File: src/rtl/aim_match_gather.sv
// Gathers first-match positions per weight lane from the index matcher, then
// streams the hit lanes out as (lane, position) pairs, lowest lane first.
module aim_match_gather #(
  parameter int LANES  = 32,
  parameter int POS_W  = 9,
  parameter int LANE_W = 5
) (
  input  logic                   i_clk,
  input  logic                   i_rst,
  input  logic                   i_start,
  input  logic                   i_load,
  input  logic [LANES-1:0]       i_valid,
  input  logic [LANES*POS_W-1:0] i_pos,
  input  logic                   i_finish,
  input  logic                   i_pair_ready,
  output logic                   o_pair_valid,
  output logic [LANE_W-1:0]      o_lane,
  output logic [POS_W-1:0]       o_pos,
  output logic                   o_last,
  output logic [LANE_W:0]        o_count,
  output logic                   o_busy,
  output logic                   o_done
);

  typedef enum logic [1:0] {S_IDLE, S_CAPT, S_EMIT, S_DONE} state_t;

  state_t             state_q, state_d;
  logic [LANES-1:0]   hit_q, hit_d;
  logic [LANES-1:0]   pend_q, pend_d;
  logic [LANE_W:0]    count_q, count_d;
  logic [POS_W-1:0]   pos_q [LANES];

  logic [LANES-1:0]   capt_new;
  logic [LANES-1:0]   hit_cap;
  logic [LANE_W:0]    new_cnt;
  logic [LANES-1:0]   sel_oh;
  logic [LANE_W-1:0]  sel_lane;
  logic               accept;

  always_comb begin
    capt_new = '0;
    if (state_q == S_CAPT && i_load) capt_new = i_valid & ~hit_q;
    hit_cap = hit_q | capt_new;
    new_cnt = '0;
    for (int unsigned i = 0; i < LANES; i++) new_cnt = new_cnt + (LANE_W+1)'(capt_new[i]);
  end

  // Isolate the lowest pending bit, then encode it to a lane index.
  always_comb begin
    sel_oh   = pend_q & (~pend_q + LANES'(1));
    sel_lane = '0;
    for (int unsigned i = 0; i < LANES; i++) begin
      if (sel_oh[i]) sel_lane = LANE_W'(i);
    end
  end

  assign o_pair_valid = (state_q == S_EMIT) && (pend_q != '0);
  assign o_lane       = sel_lane;
  assign o_pos        = pos_q[sel_lane];
  assign o_last       = o_pair_valid && ((pend_q & (pend_q - LANES'(1))) == '0);
  assign o_count      = count_q;
  assign o_busy       = (state_q != S_IDLE);
  assign o_done       = (state_q == S_DONE);
  assign accept       = o_pair_valid && i_pair_ready;

  always_comb begin
    state_d = state_q;
    hit_d   = hit_q;
    pend_d  = pend_q;
    count_d = count_q;
    case (state_q)
      S_IDLE: begin
        if (i_start) begin
          state_d = S_CAPT;
          hit_d   = '0;
          count_d = '0;
        end
      end
      S_CAPT: begin
        hit_d   = hit_cap;
        count_d = count_q + new_cnt;
        if (i_finish) begin
          pend_d  = hit_cap;
          state_d = (hit_cap != '0) ? S_EMIT : S_DONE;
        end
      end
      S_EMIT: begin
        if (accept) begin
          pend_d = pend_q & ~sel_oh;
          if ((pend_q & ~sel_oh) == '0) state_d = S_DONE;
        end
      end
      S_DONE: state_d = S_IDLE;
      default: state_d = S_IDLE;
    endcase
  end

  always_ff @(posedge i_clk) begin
    if (i_rst) begin
      state_q <= S_IDLE;
      hit_q   <= '0;
      pend_q  <= '0;
      count_q <= '0;
      for (int unsigned k = 0; k < LANES; k++) pos_q[k] <= '0;
    end else begin
      state_q <= state_d;
      hit_q   <= hit_d;
      pend_q  <= pend_d;
      count_q <= count_d;
      for (int unsigned k = 0; k < LANES; k++) begin
        if (capt_new[k]) pos_q[k] <= i_pos[k*POS_W +: POS_W];
      end
    end
  end

endmodule

File: config.mk
export PLATFORM = sky130hd
export DESIGN_NAME = aim_match_gather
export DESIGN_NICKNAME = d
export VERILOG_FILES = /design/src/rtl/aim_match_gather.sv
export SDC_FILE = /design/constraint.sdc
export NUM_CORES = 1
export LEC_CHECK = 0
export ABC_AREA = 1
export BUFFER_PORTS_ARGS = -buffer_cell sky130_fd_sc_hd__buf_4
export CAP_MARGIN = 30
export CORE_MARGIN = 1.5
export CORE_UTILIZATION = 35
export DETAILED_ROUTE_END_ITERATION = 7
export GPL_TIMING_DRIVEN = 0
export PLACE_DENSITY = 0.64
export REMOVE_ABC_BUFFERS = 1
export SKIP_CTS_REPAIR_TIMING = 1
export SLEW_MARGIN = 20
export SYNTH_ARGS = -nofsm -noshare
export SYNTH_HDL_FRONTEND = slang
export SYNTH_SLANG_ARGS = --single-unit
File: constraint.sdc
create_clock -name i_clk -period 13.8 [get_ports i_clk]
set_input_delay 2.76 -clock i_clk [delete_from_list [all_inputs] [get_ports i_clk]]
set_output_delay 2.76 -clock i_clk [all_outputs]
set_load 0.01 [all_outputs]
-- Word level (Yosys, flattened, before mapping)
Memory sizes are Yosys's and may differ from the RTL's.
Index checks and enable logic that the tools add are counted.
W data, S select, Z words.
- muxes and demuxes: 175
- add/subtract/negate cells: 34
- reduce and logical (&&, ||, !) cells: 15
- equality and inequality tests: 7
- bitwise operators: 40
- operators by type and width (kind ; number):
    $mux W9 ; 32
    $add A6 B1 Y6 ; 26
    $mux W5 ; 30
    $and A32 B32 Y32 ; 4
    $mux W32 ; 4
    $pmux W32 S2 ; 2
    $mux W1 ; 100
    $not A32 Y32 ; 3
    $logic_not A32 Y1 ; 2
    $reduce_bool A32 Y1 ; 2
    $add A32 B1 Y32 const B ; 1
    $or A1 B1 Y1 ; 32
    $or A32 B32 Y32 ; 1
    $sub A32 B1 Y32 const B ; 1
    $pmux W6 S2 ; 1
    $mux W2 ; 4
    $pmux W2 S4 ; 1
    $add A5 B1 Y6 ; 1
    $add A6 B6 Y6 ; 1
    $mux W6 ; 1
    $ne A2 B2 Y1 const B ; 3
    $reduce_bool A2 Y1 ; 3
    $add A4 B1 Y5 ; 1
    $add A3 B1 Y4 ; 1
    other kinds (10) ; 14
- RAM bits: 288
- output and inout port bits: 24
- memories: 1
- logic and storage cells: 276
- register bits: 72
- input port bits: 326
- memories (name ; depth ; bits a word ; read ports ; clocked after Yosys merged registers in ; write ports ; line ; RTL):
    pos_q ; 32 ; 9 ; 1 ; 0 ; 32 ; 31 ; logic [POS_W-1:0] pos_q [LANES];

-- Logic depth before layout (Yosys ltp)
Gate-level depths: netlist of the first run.
- word-level depth: 36
- gate-level depth with buffers: 27
- mapped depth without buffers: 25

-- Worst setup path before layout of the first run
OpenSTA, ideal clock, no wires.
- path kind: input-to-reg
- start point: input i_load
- end point: register count_q[4], in the netlist o_count[4]
- arrival time: 8022 ps
- setup slack: 5645 ps
- required time: 13668 ps
- path buffers: 2
- library setup time: 132 ps
- stages on the path: 23
- cell sequence: nand2_1 > clkbuf_1 > buf_1 > nor3_1 > fa_1 > inv_1 > fa_1 > inv_1 > fa_1 > inv_1 > fa_1 > fa_1 > fa_1 > fa_1 > fa_1 > inv_1 > nand2_1 > nand2_1 > a21oi_1 > nor2_1 > nor2_1 > nand2_1 > a21oi_1
- cells in the longest elaborated chain, start to end: 35
- RTL lines (element ; line ; RTL):
    from (decl) ; 11 ; input logic i_load,
    $logic_and A1 B1 Y1 * ; 42 ; if (state_q == S_CAPT && i_load) capt_new = i_valid & ~hit_q;
    $mux W32 * ; 42 ;
    $add A1 B1 Y2 ; 45 ; for (int unsigned i = 0; i < LANES; i++) new_cnt = new_cnt + (LANE_W+1)'(capt_new[i]);
    $add A2 B1 Y3 ; 45 ;
    $add A3 B1 Y4 ; 45 ;
    $add A4 B1 Y5 ; 45 ;
    $add A5 B1 Y6 ; 45 ;
    $add A6 B1 Y6 (25 in series) ; 45 ;
    $add A6 B1 Y6 * ; 45 ;
    $add A6 B6 Y6 * ; 81 ; count_d = count_q + new_cnt;
    $pmux W6 S2 * ; 71 ; case (state_q)
    to (signal assigned) ; 109 ; count_q <= count_d;
    to (decl) ; 30 ; logic [LANE_W:0] count_q, count_d;
Every way passes the cells marked *; elsewhere a longest branch is shown, timed or not.
A chain may end at the register's enable or synchronous reset.

-- Final worst setup path of the first run
Ends and elaborated chain as after synthesis.

==> results by group, run 1 <==
Clock tree
  – H-Tree Level Count: 2
  – CTS Buffer Depth: 3
  – Clk Latency, worst-skew pair: 580 ps
  – CTS Buf Count: 40
  – Clock-pin slew on the worst setup and hold paths: 60 ps
  – CTS Root Buffer Type: clkbuf_16
  – Clk sink count: 360
  – CTS tree: done

Setup path
  – RR Startpoint: state_q[1]
  – Worst Path Arrival: 8880 ps
  – CP required: 14240 ps
  – CP max FO: 29
  – R2R cell count: 22
  – Crit Path Class: in2reg
  – Worst setup EP type: register
  – CP Launch Type: primary input
  – R2r setup slk: 6950 ps
  – Worst r2r dst: o_count[4]

Floorplanning
  – Die footprint: 60000 um^2
  – CORE AREA: 57800 um^2
  – Site Rows: 88
  – Die Span X: 245 um
  – Initial core utilization: 35.5%
  – Num ports: 350
  – Die Span Y: 245 um

Place
  – Post-detail-place hpwl: 48100 um
  – Area of placed instances: 23900 um^2
  – GPL Wtd Cong: 0.900
  – Port-buffer cells: 349
  – # placed instances: 3643

STA
  – Hold Vio Cnt, Final: 0
  – Highest Clock Rate: 118 MHz
  – WHS: 500 ps
  – Worst slew margin: 34.5%
  – Final Max Tran Viols: 0
  – Fin crit period: 8440 ps
  – Period utilization: 61.2%
  – Setup violations, final: 0
  – Unrepaired setup endpoints after global routing: false
  – Worst-margin pin slew: 976 ps
  – Clock Skews: 26.9 ps

GRT
  – Largest net degree at the start of global routing: 101
  – Antenna violations before repair: 4
  – Grt total ovfl: 0
  – First-pass GRT wire length: 98400 um
  – Overall routing resource usage: 21.7%
  – Number of global-route vias before repair: 16896

Drt
  – DR WL/cell: 17.8 um
  – Via count: 17934
  – Post-route DRC: 0
  – Final wirelength: 66300 um
  – Number of detailed-routing iterations run before antenna repair: 5
  – Mean number of vias per cell: 4.82
  – Routed Antenna Nets: 0
  – 1st-iter DRT viols: 1381

Cells and area
  – Fill cells: 5774
  – Most frequent cells in the layout: 613 x inv_1, 443 x nand2_1, 361 x nand3_1
  – Layout cells sized above 1: 16.6%
  – Post-route cell area: 25200 um^2
  – Commonest non-fill, non-tap cell in the layout: inv_1
  – Final nets: 3288
  – Layout area overhead: 23.1%
  – Layout Utilization: 43.7%
  – Non-Filler Instances: 3717

Power
  – Sw Ratio: 51.5%
  – VDD IR max: 0.294 mV
  – Switching power: 3.63 mW
  – Leakage: 12.7 nW
  – Combinational power share: 65.3%
  – Total power: 7.04 mW
  – Share of power burned in registers: 19.5%
  – Power Internal: 3.42 mW
  – Clock power frac: 15.2%
  – Pwr Density: 279 nW/um^2

Flow run
  – Maxcap violations: 0

Synth
  – Post-synthesis xor/xnor area fraction: 0.0855%
  – EDFF count, synth: 288
  – Synth Area in Compound Gates: 4.55%
  – YS warnings: 0
  – Sequential fraction of the synthesis area: 49.2%
  – Main synth FF type: edfxtp_1
  – Netlist cell types: 42
  – Simple-gate portion of the synthesized area: 28.1%
  – Synth area leaders: edfxtp_1 42%, inv_1 11%, nand3_1 8.8%, nand2_1 8.1%, dfxtp_1 7.0%
  – Asr flop ratio synth: 0%
  – Synth Instances: 2625
  – Yosys reg bits: 360
  – Synth top area share: 42.2%
  – Synth area leader: edfxtp_1
  – Avg Inst Size Synth: 7.81 um^2
  – Synth Cell Area: 20500 um^2
  – Synth Area in Adders: 3.52%
  – Largest family of logic cells by synthesized area: simple AND/OR/NAND/NOR gates
  – Post-synthesis mux area share: 0%

Min path
  – Min-delay src: o_count[5]
  – WHS Path Cells: 2
  – Hold WC Path Type: reg2reg
  – Hold endpoint: o_count[5]

Outcome
  – Outcome: finished, final reports clean
-- area by class of cell --
cell class	count	area (um^2)	area share, %
Clock inverter	13	158	0.625
Sequential cell	360	10100	40.0
Multi-Input combinational cell	1515	7470	29.6
Timing Repair Buffer	375	3060	12.1
Tap cell	765	957	3.79
Antenna cell	3	7.51	0.0298
Clock buffer	58	1120	4.44
Inverter	628	2370	9.39
-- sequential cells by signal, indices dropped and copies added (netlist names) --
| register | flops |
|---|---|
| pos_q | 288 |
| hit_q | 32 |
| pend_q | 32 |
| o_count | 6 |
| state_q | 2 |
-- layer usage --
metal,vias to the layer above,wire length [um],part of all wire [%],track usage [%]
li1,8789,-,-,-
met1,8427,27300,41,28.2
met2,619,32300,49,36.9
met3,97,4990,7.5,3.62
met4,2,1740,2.6,6.64
met5,-,13,0.020,0
-- cell usage after synthesis (31+ instances only) --
library cell,n
inv_1,615
nand3_1,362
nor2_1,354
nand2_1,445
nand3b_1,36
clkbuf_1,56
a21oi_1,41
nor3_1,31
o21ai_0,99
buf_2,37
dfxtp_1,72
edfxtp_1,288
-- critical path: stages --
cell     delay, ps
buf_4           90
nand2_2        220
buf_16         260
nor3_1         760
fa_1           580
fa_1           540
inv_1           60
fa_1           480
fa_1           520
fa_1           550
fa_1           570
fa_1           530
fa_1           390
inv_1           70
nand2_1         70
nand2_1         70
a21oi_1         80
nor2_1          90
nor2_1          40
nand2_1         80
a21oi_1         50
-- kinds of logic (layout without fill, tap and decap cells) --
| family | count (synthesis) | in the layout |
|---|---|---|
| xor+xnor | 2 | 2 |
| other cells | 0 | 3 |
| flops | 360 | 360 |
| simple gates | 1297 | 1297 |
| compound gates | 174 | 174 |
| buf+inv | 750 | 1074 |
| fa+ha+maj | 42 | 42 |
-- power groups by stage --
stage | combinational, mW | clock, mW | sequential [mW]
2_1_floorplan | 2.68 | 0 | 1.37
3_3_place_gp | 4.21 | 0 | 1.39
3_5_place_dp | 4.60 | 0 | 1.39
4_1_cts | 4.63 | 1.09 | 1.37
5_1_grt | 5.01 | 1.13 | 1.38
6_report | 4.60 | 1.07 | 1.37
-- worst max path at each step --
stage                     cells past startpoint  slack (ps)    endpoint  startpoint
after floorplan                              18        4320    o_pos[5]   pend_q[0]
after global placement                       19       -1750    o_pos[4]   pend_q[0]
after detailed placement                     21        4850  o_count[4]      i_load
after CTS                                    21        5430    o_pos[7]   pend_q[0]
after global routing                         21        5080    o_pos[7]   pend_q[6]
final                                        21        5360  o_count[4]      i_load
-- through the flow --
step                TNS [ps]  worst slack, ps
global route               0             5080
detailed placement         0             4850
global placement      -15100            -1750
finish                     0             5360
CTS                        0             5430
floorplan                  0             4320
Note: power is estimated with default switching activity, not from simulation.
==> run 2: changes to the inputs <==
--- a/config.mk
+++ b/config.mk
@@ -5,14 +5,14 @@
 export SDC_FILE = /design/constraint.sdc
 export NUM_CORES = 1
 export LEC_CHECK = 0
-export ABC_AREA = 1
+export ABC_AREA = 0
 export BUFFER_PORTS_ARGS = -buffer_cell sky130_fd_sc_hd__buf_4
 export CAP_MARGIN = 30
 export CORE_MARGIN = 1.5
 export CORE_UTILIZATION = 35
 export DETAILED_ROUTE_END_ITERATION = 7
 export GPL_TIMING_DRIVEN = 0
-export PLACE_DENSITY = 0.64
+export PLACE_DENSITY = 0.66
 export REMOVE_ABC_BUFFERS = 1
 export SKIP_CTS_REPAIR_TIMING = 1
 export SLEW_MARGIN = 20
==> constraint.sdc (replaced) <==
create_clock -name i_clk -period 7 [get_ports i_clk]
set_input_delay 1.4 -clock i_clk [delete_from_list [all_inputs] [get_ports i_clk]]
set_output_delay 1.4 -clock i_clk [all_outputs]
set_load 0.01 [all_outputs]
==> run 2 against run 1 <==
Clock power grew 90%; total power rose by 14%; first-iteration DRC count rose by 10%; final cell count shrank 21%; utilization up 0.32 points; critical endpoint is now o_pos[3].
==> results by group, run 2 <==
Outcome
  – Outcome: finished, final reports clean

Setup path
  – Worst setup EP type: output pin
  – Slowest CP cell: or4_4
  – CP max FO: 20
  – Crit path largest cell delay: 670 ps
  – CP required: 5600 ps
  – CP Cell Sequence: or4_4 -> or4_4 -> nor3_2 -> o22a_4 -> and3_4 -> a211oi_1 -> o21ai_0 -> o2111ai_1 -> a41oi_1 -> buf_4
  – CP Buf/Inv Count: 1
  – Critical path depth: 10
  – CP Launch Point: pend_q[0]
  – Crit Path Class: reg2out
  – RR Startpoint: state_q[1]
  – Worst path most repeated cell: or4_4
  – CP Launch Type: register
  – Worst Path Arrival: 5430 ps
  – R2R cell count: 24
  – Family with the most delay on the worst path: simple AND/OR/NAND/NOR gates

STA
  – Highest Clock Rate: 146 MHz
  – Fin Setup TNS: 0 ps
  – Worst-margin pin slew: 1370 ps
  – Clock Skews: 19.9 ps
  – Hold Vio Cnt, Final: 0
  – Final Max Tran Viols: 0
  – Period utilization: 97.5%
  – Worst slew margin: 7.79%
  – Final setup margin: 173 ps
  – Unrepaired setup endpoints after global routing: false
  – Fin crit period: 6830 ps
  – Setup violations, final: 0

Clock tree
  – CTS tree: done
  – CTS Buf Count: 40
  – Clk Latency, worst-skew pair: 570 ps
  – Clk sink count: 360
  – H-Tree Level Count: 2
  – Clock-pin slew on the worst setup and hold paths: 60 ps
  – CTS Buffer Depth: 3
  – CTS Root Buffer Type: clkbuf_16

Synth
  – Synth Instances: 1902
  – Netlist cell types: 69
  – EDFF count, synth: 288
  – Asr flop ratio synth: 0%
  – Main synth FF type: edfxtp_1
  – Synth area leader: edfxtp_1
  – Synth cell count leaders: 288 x edfxtp_1, 178 x nand2_1, 169 x and2_1, 169 x nor2_1, 131 x nor2b_1
  – Synth area leaders: edfxtp_1 45%, dfxtp_1 7.5%, and2_1 5.5%, nor2b_1 4.3%, nand2_1 3.5%
  – Yosys reg bits: 360
  – Synth Cell Area: 19100 um^2
  – Sequential fraction of the synthesis area: 52.7%
  – Most frequent cell after synthesis: edfxtp_1
  – YS warnings: 0
  – Synth top area share: 45.2%
  – Avg Inst Size Synth: 10.1 um^2

Flow run
  – Maxcap violations: 0

Drt
  – DR WL/cell: 22.3 um
  – Mean number of vias per cell: 5.37
  – 1st-iter DRT viols: 1525
  – Number of detailed-routing iterations run before antenna repair: 6
  – Via count: 15731
  – Final wirelength: 65400 um
  – Routed Antenna Nets: 0
  – Post-route DRC: 0

GRT
  – Grt met2 use: 36.4%
  – Number of global-route vias before repair: 15274
  – Met3 GRT Util: 4.93%
  – Overall routing resource usage: 22.3%
  – Antenna violations before repair: 4
  – Busiest grt layer: met2
  – GR Layer Usage met1: 29.3%
  – Largest net degree at the start of global routing: 137
  – Grt total ovfl: 0
  – First-pass GRT wire length: 93600 um

Power
  – Leakage: 9.61 nW
  – VDD IR max: 0.255 mV
  – Pwr Density: 337 nW/um^2

Place
  – # placed instances: 2843
  – Port-buffer cells: 349
  – Post-detail-place hpwl: 48400 um
  – Post-Place Setup Slack: -1000 ps
  – GPL Wtd Cong: 0.915
  – Area of placed instances: 22400 um^2

Floorplanning
  – Num ports: 350
  – Die footprint: 56100 um^2
  – Initial core utilization: 35.5%
  – Site Rows: 85
  – Die Span Y: 237 um
  – CORE AREA: 53900 um^2
  – Die Span X: 237 um

Cells and area
  – Commonest non-fill, non-tap cell in the layout: buf_4
  – Final nets: 2565
  – Layout area overhead: 23.9%
  – Post-route cell area: 23700 um^2
  – Layout cells sized above 1: 21.4%
  – Most frequent cells in the layout: 354 x buf_4, 288 x edfxtp_1, 178 x nand2_1
  – Number of flip-flops under the largest register name: 288
  – Non-Filler Instances: 2927
  – Register with the most flip-flops: pos_q
  – Biggest regs: pos_q (288), hit_q (32), pend_q (32)

Min path
  – WHS Path Cells: 2
  – Min-delay src: hit_q[16]
  – Hold WC Path Type: reg2reg
-- run 2: changes by cell type after synthesis, sizes merged, moves of 34 or more --
cell | before | now
inv | 627 | 101
a211oi | 11 | 72
a21oi | 41 | 93
nand2 | 450 | 179
nand3 | 363 | 26
o21ai | 106 | 58
and2 | 0 | 169
nor2 | 365 | 169
clkbuf | 56 | 92
a31oi | 9 | 69
a22oi | 0 | 34
nor2b | 0 | 131
-- run 2: cell type report --
type / instances / area, um^2
clock inverters: 19 / 144
fillers: 5096 / 30200
flip-flops and latches: 360 / 10100
multi-input cells: 1318 / 8190
repair buffers: 375 / 2940
inverters: 102 / 389
clock buffers: 53 / 1080
diodes: 4 / 10.0
well taps: 696 / 871
-- run 2: report_power, final --
| group | leakage [nW] | internal, mW | switching [mW] |
|---|---|---|---|
| clock network | 0.599 | 1.16 | 0.871 |
| logic | 5.45 | 1.16 | 2.17 |
| registers | 3.56 | 2.54 | 0.0886 |
| total | 9.61 | 4.86 | 3.13 |
-- run 2: final timing paths --
kind           endpoint  slack, ps
max            o_pos[3]        170
min           hit_q[16]        510
max reg2reg  o_count[5]        350
min reg2reg   hit_q[16]        510
-- run 2: through the flow --
| step | power (mW) | hold WS [ps] | utilization (%) |
|---|---|---|---|
| 2_1_floorplan | 4.43 | 468 | - |
| 3_3_place_gp | 5.85 | 486 | 40.9 |
| 3_5_place_dp | 5.92 | 498 | 41.5 |
| 4_1_cts | 7.98 | 511 | 43.8 |
| 5_1_grt | 8.39 | 532 | 44.0 |
| 6_report | 7.99 | 509 | 44.0 |
-- run 2: layer usage --
layer,vias to the layer above,share of wire [%],wire length (um)
met5,-,0,0
met4,0,3.0,1970
met3,96,7.4,4840
met2,590,48,31100
met1,7678,42,27500
li1,7367,-,-
-- run 2: cell families (layout without fill, tap and decap cells) --
| family | Yosys count | in the layout | synth area share, % |
|---|---|---|---|
| compound gates | 410 | 412 | 13.9 |
| xor+xnor | 5 | 5 | 0.229 |
| fa+ha+maj | 44 | 44 | 3.87 |
| buf+inv | 228 | 549 | 5.04 |
| flops | 360 | 360 | 52.7 |
| mux | 31 | 31 | 1.62 |
| other cells | 0 | 4 | 0 |
| simple gates | 824 | 826 | 22.6 |
-- run 2: tightest hold or removal path, delay by kind of cell, from the launching register on --
kind | cells | cell delay, ps
AO/OA/AOI/OAI | 1 | 70
flip-flops | 1 | 340
AND/OR/NAND/NOR | 1 | 70
